==> config.mk <==
export PLATFORM = sky130hd
export DESIGN_NAME = usb_tx_sequencer
export DESIGN_NICKNAME = d
export VERILOG_FILES = /design/src/rtl/usb_tx_pkg.sv /design/src/rtl/flex_pts_sr.sv /design/src/rtl/usb_tx_sequencer.sv
export SDC_FILE = /design/constraint.sdc
export NUM_CORES = 1
export LEC_CHECK = 0
export BUFFER_PORTS_ARGS = -buffer_cell sky130_fd_sc_hd__buf_2
export CAP_MARGIN = 20
export CELL_PAD_IN_SITES_DETAIL_PLACEMENT = 0
export CELL_PAD_IN_SITES_GLOBAL_PLACEMENT = 1
export CORE_MARGIN = 2
export CORE_UTILIZATION = 42
export CTS_CLUSTER_SIZE = 14
export DETAILED_ROUTE_END_ITERATION = 10
export PLACE_DENSITY_LB_ADDON = 0.1
export SLEW_MARGIN = 20
export SYNTH_ARGS = -nofsm -noshare
export SYNTH_HDL_FRONTEND = slang
export SYNTH_SLANG_ARGS = --single-unit
==> constraint.sdc <==
create_clock -name clk -period 2 [get_ports clk]
set_clock_uncertainty 0.15 [all_clocks]
set_input_delay 0.3 -clock clk [delete_from_list [all_inputs] [get_ports clk]]
set_output_delay 0.3 -clock clk [all_outputs]
set_load 0.005 [all_outputs]
==> src/rtl/usb_tx_pkg.sv <==
// Shared types and constants for the USB TX serial sequencer.
package usb_tx_pkg;

    typedef enum logic [1:0] {
        IDLE,
        SHIFT,
        STUFF,
        DONE
    } tx_seq_state_t;

    localparam int unsigned STUFF_THRESHOLD = 6;
    localparam int unsigned BYTE_BITS       = 8;

endpackage

==> src/rtl/flex_pts_sr.sv <==
// Flexible parallel-to-serial shift register; idles and back-fills with 1s.
module flex_pts_sr #(
    parameter int unsigned NUM_BITS  = 4,
    parameter bit          SHIFT_MSB = 1'b1
) (
    input  logic                clk,
    input  logic                n_rst,
    input  logic                shift_enable,
    input  logic                load_enable,
    input  logic [NUM_BITS-1:0] parallel_in,
    output logic                serial_out
);

    logic [NUM_BITS-1:0] sr;

    always_ff @(posedge clk) begin
        if (!n_rst) begin
            sr <= '1;
        end else if (load_enable) begin
            sr <= parallel_in;
        end else if (shift_enable) begin
            if (SHIFT_MSB) begin
                sr <= {sr[NUM_BITS-2:0], 1'b1};
            end else begin
                sr <= {1'b1, sr[NUM_BITS-1:1]};
            end
        end
    end

    assign serial_out = SHIFT_MSB ? sr[NUM_BITS-1] : sr[0];

endmodule

==> src/rtl/usb_tx_sequencer.sv <==
// Sequences flex_pts_sr to send packet bytes LSB first at BIT_PERIOD clocks per bit.
// Define USB_TX_BIT_STUFF_EN to insert a zero after six consecutive transmitted 1s.
module usb_tx_sequencer
    import usb_tx_pkg::*;
#(
    parameter int unsigned BIT_PERIOD = 8
) (
    input  logic       clk,
    input  logic       rst,
    input  logic [7:0] tx_data,
    input  logic       tx_valid,
    input  logic       tx_last,
    output logic       tx_ready,
    output logic       serial_out,
    output logic       tx_active,
    output logic       tx_done,
    output logic       tx_underrun
);

    localparam int unsigned   TW        = $clog2(BIT_PERIOD);
    localparam logic [TW-1:0] TIMER_MAX = TW'(BIT_PERIOD - 1);
    localparam logic [2:0]    LAST_BIT  = 3'(BYTE_BITS - 1);

    tx_seq_state_t state, state_next;
    logic [TW-1:0] timer, timer_next;
    logic [2:0]    bit_cnt, bit_cnt_next;
    logic          last_q, last_next;
    logic          sr_out, load_enable, shift_enable;
    logic          bit_end, byte_end, do_shift, take, stuff_now;
`ifdef USB_TX_BIT_STUFF_EN
    localparam logic [2:0] STUFF_CNT = 3'(STUFF_THRESHOLD);
    logic [2:0] ones_cnt, ones_next, ones_after;
`endif

    assign bit_end = (timer == TIMER_MAX);

    flex_pts_sr #(
        .NUM_BITS (BYTE_BITS),
        .SHIFT_MSB(1'b0)
    ) u_shifter (
        .clk         (clk),
        .n_rst       (~rst),
        .shift_enable(shift_enable),
        .load_enable (load_enable),
        .parallel_in (tx_data),
        .serial_out  (sr_out)
    );

    always_ff @(posedge clk) begin
        if (rst) begin
            state   <= IDLE;
            timer   <= '0;
            bit_cnt <= '0;
            last_q  <= 1'b0;
`ifdef USB_TX_BIT_STUFF_EN
            ones_cnt <= '0;
`endif
        end else begin
            state   <= state_next;
            timer   <= timer_next;
            bit_cnt <= bit_cnt_next;
            last_q  <= last_next;
`ifdef USB_TX_BIT_STUFF_EN
            ones_cnt <= ones_next;
`endif
        end
    end

    always_comb begin
        state_next   = state;
        timer_next   = timer;
        bit_cnt_next = bit_cnt;
        last_next    = last_q;
        byte_end     = 1'b0;
        do_shift     = 1'b0;
        stuff_now    = 1'b0;
`ifdef USB_TX_BIT_STUFF_EN
        ones_next  = ones_cnt;
        ones_after = sr_out ? ((ones_cnt == STUFF_CNT) ? STUFF_CNT : ones_cnt + 3'd1) : '0;
`endif
        unique case (state)
            IDLE: begin
                if (tx_valid) begin
                    state_next   = SHIFT;
                    timer_next   = '0;
                    bit_cnt_next = '0;
`ifdef USB_TX_BIT_STUFF_EN
                    ones_next = '0;
`endif
                end
            end
            SHIFT, STUFF: begin
                timer_next = bit_end ? '0 : timer + TW'(1);
                if (bit_end) begin
`ifdef USB_TX_BIT_STUFF_EN
                    if (state == SHIFT) begin
                        stuff_now = (ones_after == STUFF_CNT);
                        ones_next = stuff_now ? '0 : ones_after;
                    end
`endif
                    // STUFF's bit end replays the shift or byte end it deferred
                    if (stuff_now) begin
                        state_next = STUFF;
                    end else if (bit_cnt == LAST_BIT) begin
                        byte_end = 1'b1;
                    end else begin
                        do_shift   = 1'b1;
                        state_next = SHIFT;
                    end
                end
            end
            DONE: state_next = IDLE;
        endcase

        if (do_shift) begin
            bit_cnt_next = bit_cnt + 3'd1;
        end
        if (byte_end) begin
            if (last_q) begin
                state_next = DONE;
            end else if (tx_valid) begin
                state_next   = SHIFT;
                bit_cnt_next = '0;
            end else begin
                state_next = IDLE;
            end
        end
        take = tx_valid && ((state == IDLE) || (byte_end && !last_q));
        if (take) begin
            last_next = tx_last;
        end
    end

    always_comb begin
        tx_ready     = 1'b1;
        serial_out   = 1'b1;
        tx_active    = 1'b0;
        tx_done      = 1'b0;
        tx_underrun  = 1'b0;
        load_enable  = 1'b0;
        shift_enable = 1'b0;
        if (!rst) begin
            load_enable  = take;
            shift_enable = do_shift;
            tx_underrun  = byte_end && !last_q && !tx_valid;
            unique case (state)
                IDLE: tx_ready = 1'b1;
                SHIFT: begin
                    tx_ready   = byte_end && !last_q;
                    serial_out = sr_out;
                    tx_active  = 1'b1;
                end
                STUFF: begin
                    tx_ready   = byte_end && !last_q;
                    serial_out = 1'b0;
                    tx_active  = 1'b1;
                end
                DONE: begin
                    tx_ready  = 1'b0;
                    tx_active = 1'b1;
                    tx_done   = 1'b1;
                end
            endcase
        end
    end

endmodule

==> results.cfg <==
[routing]
drt_iter0_markers = 19
drc = 0
avgViaCountPerCell = 5.49
via_count = 949
ant_nets = 0
wl_um = 2250
firstDrtPassIters = 4
wire_per_inst_um = 13.0

[finish]
nNetsFinal = 165
regArea_um2 = 348
layout.cells.most_common = buf_2
final_cells = 173
multiInputGateArea_um2 = 736
num-fill-cells = 245
drive_gt1_share_pct = 37.1
final_cell_mix = buf_2, buf_4, nor2_1
final_util_pct = 55.4
antennaDiodeCount = 0
syn_to_final_growth_pct = 25.7

[yosys]
ys_seq_area_share_pct = 31.2
synth_cells = 117
synthTopCellsByArea = dfxtp_1, ha_1, mux2i_1
synth_warnings = 0
netlist_area_um2 = 1090
synth_top_area_share_pct = 31.2
yosys.area.top_type = dfxtp_1
syn_area_per_cell_um2 = 9.33
synth_cell_types = 33
syn_nets = 138
yosys_register_bits = 17

[clock_tree]
cts_tree = done
cts_buffers = 3
postCtsHoldBufs = 0
cts.path.max_buffers = 2
htree_num_levels = 1
clkLatencyLatePin_ns = 0.29
root_buffer = clkbuf_4
clock_sinks = 17
path_clk_slew_ns = 0.10

[placed_design]
place_congestion = 0.777
dp_slack_ns = 0.136
dpl.hpwl_um = 1500
placed_cells = 163
port_buffers = 16

[floorplanning]
num_rows = 18
fp.dieH_um = 55.0
start_util_pct = 44.0
die_w_um = 55.0
core_region_area_um2 = 2480
ios = 17
die_area_um2 = 3020

[sta]
setup_viol = 1
timing.final.ws_setup_ns = -0.0370
fin_setup_tns_ns = -0.0370
fin_crit_sh_pct = 102
period_needed_ns = 2.04
slew_viol_final = 0
rsz0062_at_grt = true
finalHoldViolations = 0
fmax_ghz = 0.491
worst_pin_slew_ns = 0.266
slew_headroom_pct = 81.8

[global_routing]
track_usage_pct = 17.4
grt_max_degree = 18
grt_pass1_vias = 850
grt_overflow_total = 0
grt_pass1_wl_um = 3800
antenna_found_initial = 0

[pwr]
p_comb_share_pct = 27.4
seqPwrFrac_pct = 48.7
p_int_uw = 547
powerDensity_nw_per_um2 = 567
switching_share_pct = 29.6
p_sw_uw = 231
clockPowerShare_pct = 23.9
power.total_uw = 778
power_leakage_nw = 0.599
ir_drop_mv = 0.352

[setup_path]
critPathMaxFanout = 2
cp-start-kind = flop
worstPathCellList = ha_4 > ha_4 > and4b_1 > or3_1 > buf_2
crit_slowest_cell = dfxtp_2
timing.critical_path.mode_cell = ha_4
setup.worst_path.class = flop to output port
slowest_delay_ns = 0.35
cp.required_ns = 1.55
cp-end-kind = output port
crit_arrival_ns = 1.59

[flow_run]
drv_cap = 0

[status]
violations = negative setup slack
status = finished, violations left

[min_path]
min_path_type = input port to flop
-- timing repair --
action / CTS / global route
gates resized for setup: 17 / 6
pin swaps: 2 / 1
setup buffers: 6 / 0
endpoints found under the setup margin: 2 / 8
-- critical path: cells and delay by family, from the launching register on --
| family | cells | cell delay [ns] |
|---|---|---|
| DFF | 1 | 0.35 |
| buffers and inverters | 1 | 0.13 |
| and+or+nand+nor | 2 | 0.52 |
| adders and majority gates | 2 | 0.30 |
-- layer usage --
| metal | GRT usage, % | routed length, um |
|---|---|---|
| met2 | 27.6 | 1010 |
| met1 | 23.1 | 1110 |
| met3 | 5.65 | 115 |
| met5 | 0 | 0 |
| met4 | 3.66 | 14 |
-- cell usage after synthesis, drive strengths merged --
cell,instances
nand3,1
or3,1
clkbuf,2
ha,9
o21a,3
o211ai,2
nand4b,2
inv,3
a32oi,1
a211oi,7
nand3b,1
or2,1
nor3b,2
a31oi,1
nor3,1
or2b,1
nor2,13
and4b,9
dfxtp,17
a21oi,6
and3,1
a41o,1
nand2,5
buf,8
nand2b,2
or4b,1
o32ai,1
mux2i,10
nand4,1
nor2b,4
-- power groups by stage --
stage               combinational [mW]  sequential, mW  clock [mW]
floorplan                        0.141           0.381           0
global placement                 0.173           0.382           0
detailed placement               0.174           0.383           0
CTS                              0.209           0.378       0.196
global route                     0.235           0.383       0.217
finish                           0.213           0.379       0.186
-- path summary, 6_finish.rpt --
path / startpoint / endpoint / slack, ns / cells past startpoint
worst max-delay path: timer[1] / tx_ready / -0.04 / 5
worst max register to register: bit_cnt[0] / u_shifter.sr[5] / 0.17 / 8
worst min-delay path: tx_data[0] / u_shifter.sr[0] / 0.10 / 3
worst min register to register: timer[1] / timer[1] / 0.33 / 2
-- logic make-up (layout without fill, tap and decap cells) --
kind of cell,count (synthesis),count (layout),synth area share [%]
AND/OR/NAND/NOR,46,46,27.1
AO/OA/AOI/OAI,22,22,14.1
flip-flops,17,17,31.2
buffers and inverters,13,39,8.14
multiplexers,10,10,9.17
adder cells (fa/ha/maj),9,9,10.3
-- layout make-up --
class / count / share of cell area (%)
flip-flops and latches: 17 / 25.4
well taps: 30 / 2.74
repair buffers: 32 / 15.4
clock buffers: 3 / 1.64
inverters: 3 / 0.821
multi-input cells: 87 / 53.6
clock inverters: 1 / 0.365
-- stage by stage --
| step | hold WS (ns) | area [um2] |
|---|---|---|
| after floorplan | 0.283 | 1090 |
| after global placement | 0.302 | 1210 |
| after detailed placement | 0.302 | 1210 |
| after CTS | 0.0991 | 1360 |
| after global routing | 0.0881 | 1370 |
| final | 0.104 | 1370 |
-- flip-flops by register name, indices dropped and copies added (netlist names) --
register      cells
bit_cnt           3
last_q            1
state             2
timer             3
u_shifter.sr      8
Note: power is estimated with default switching activity, not from simulation.
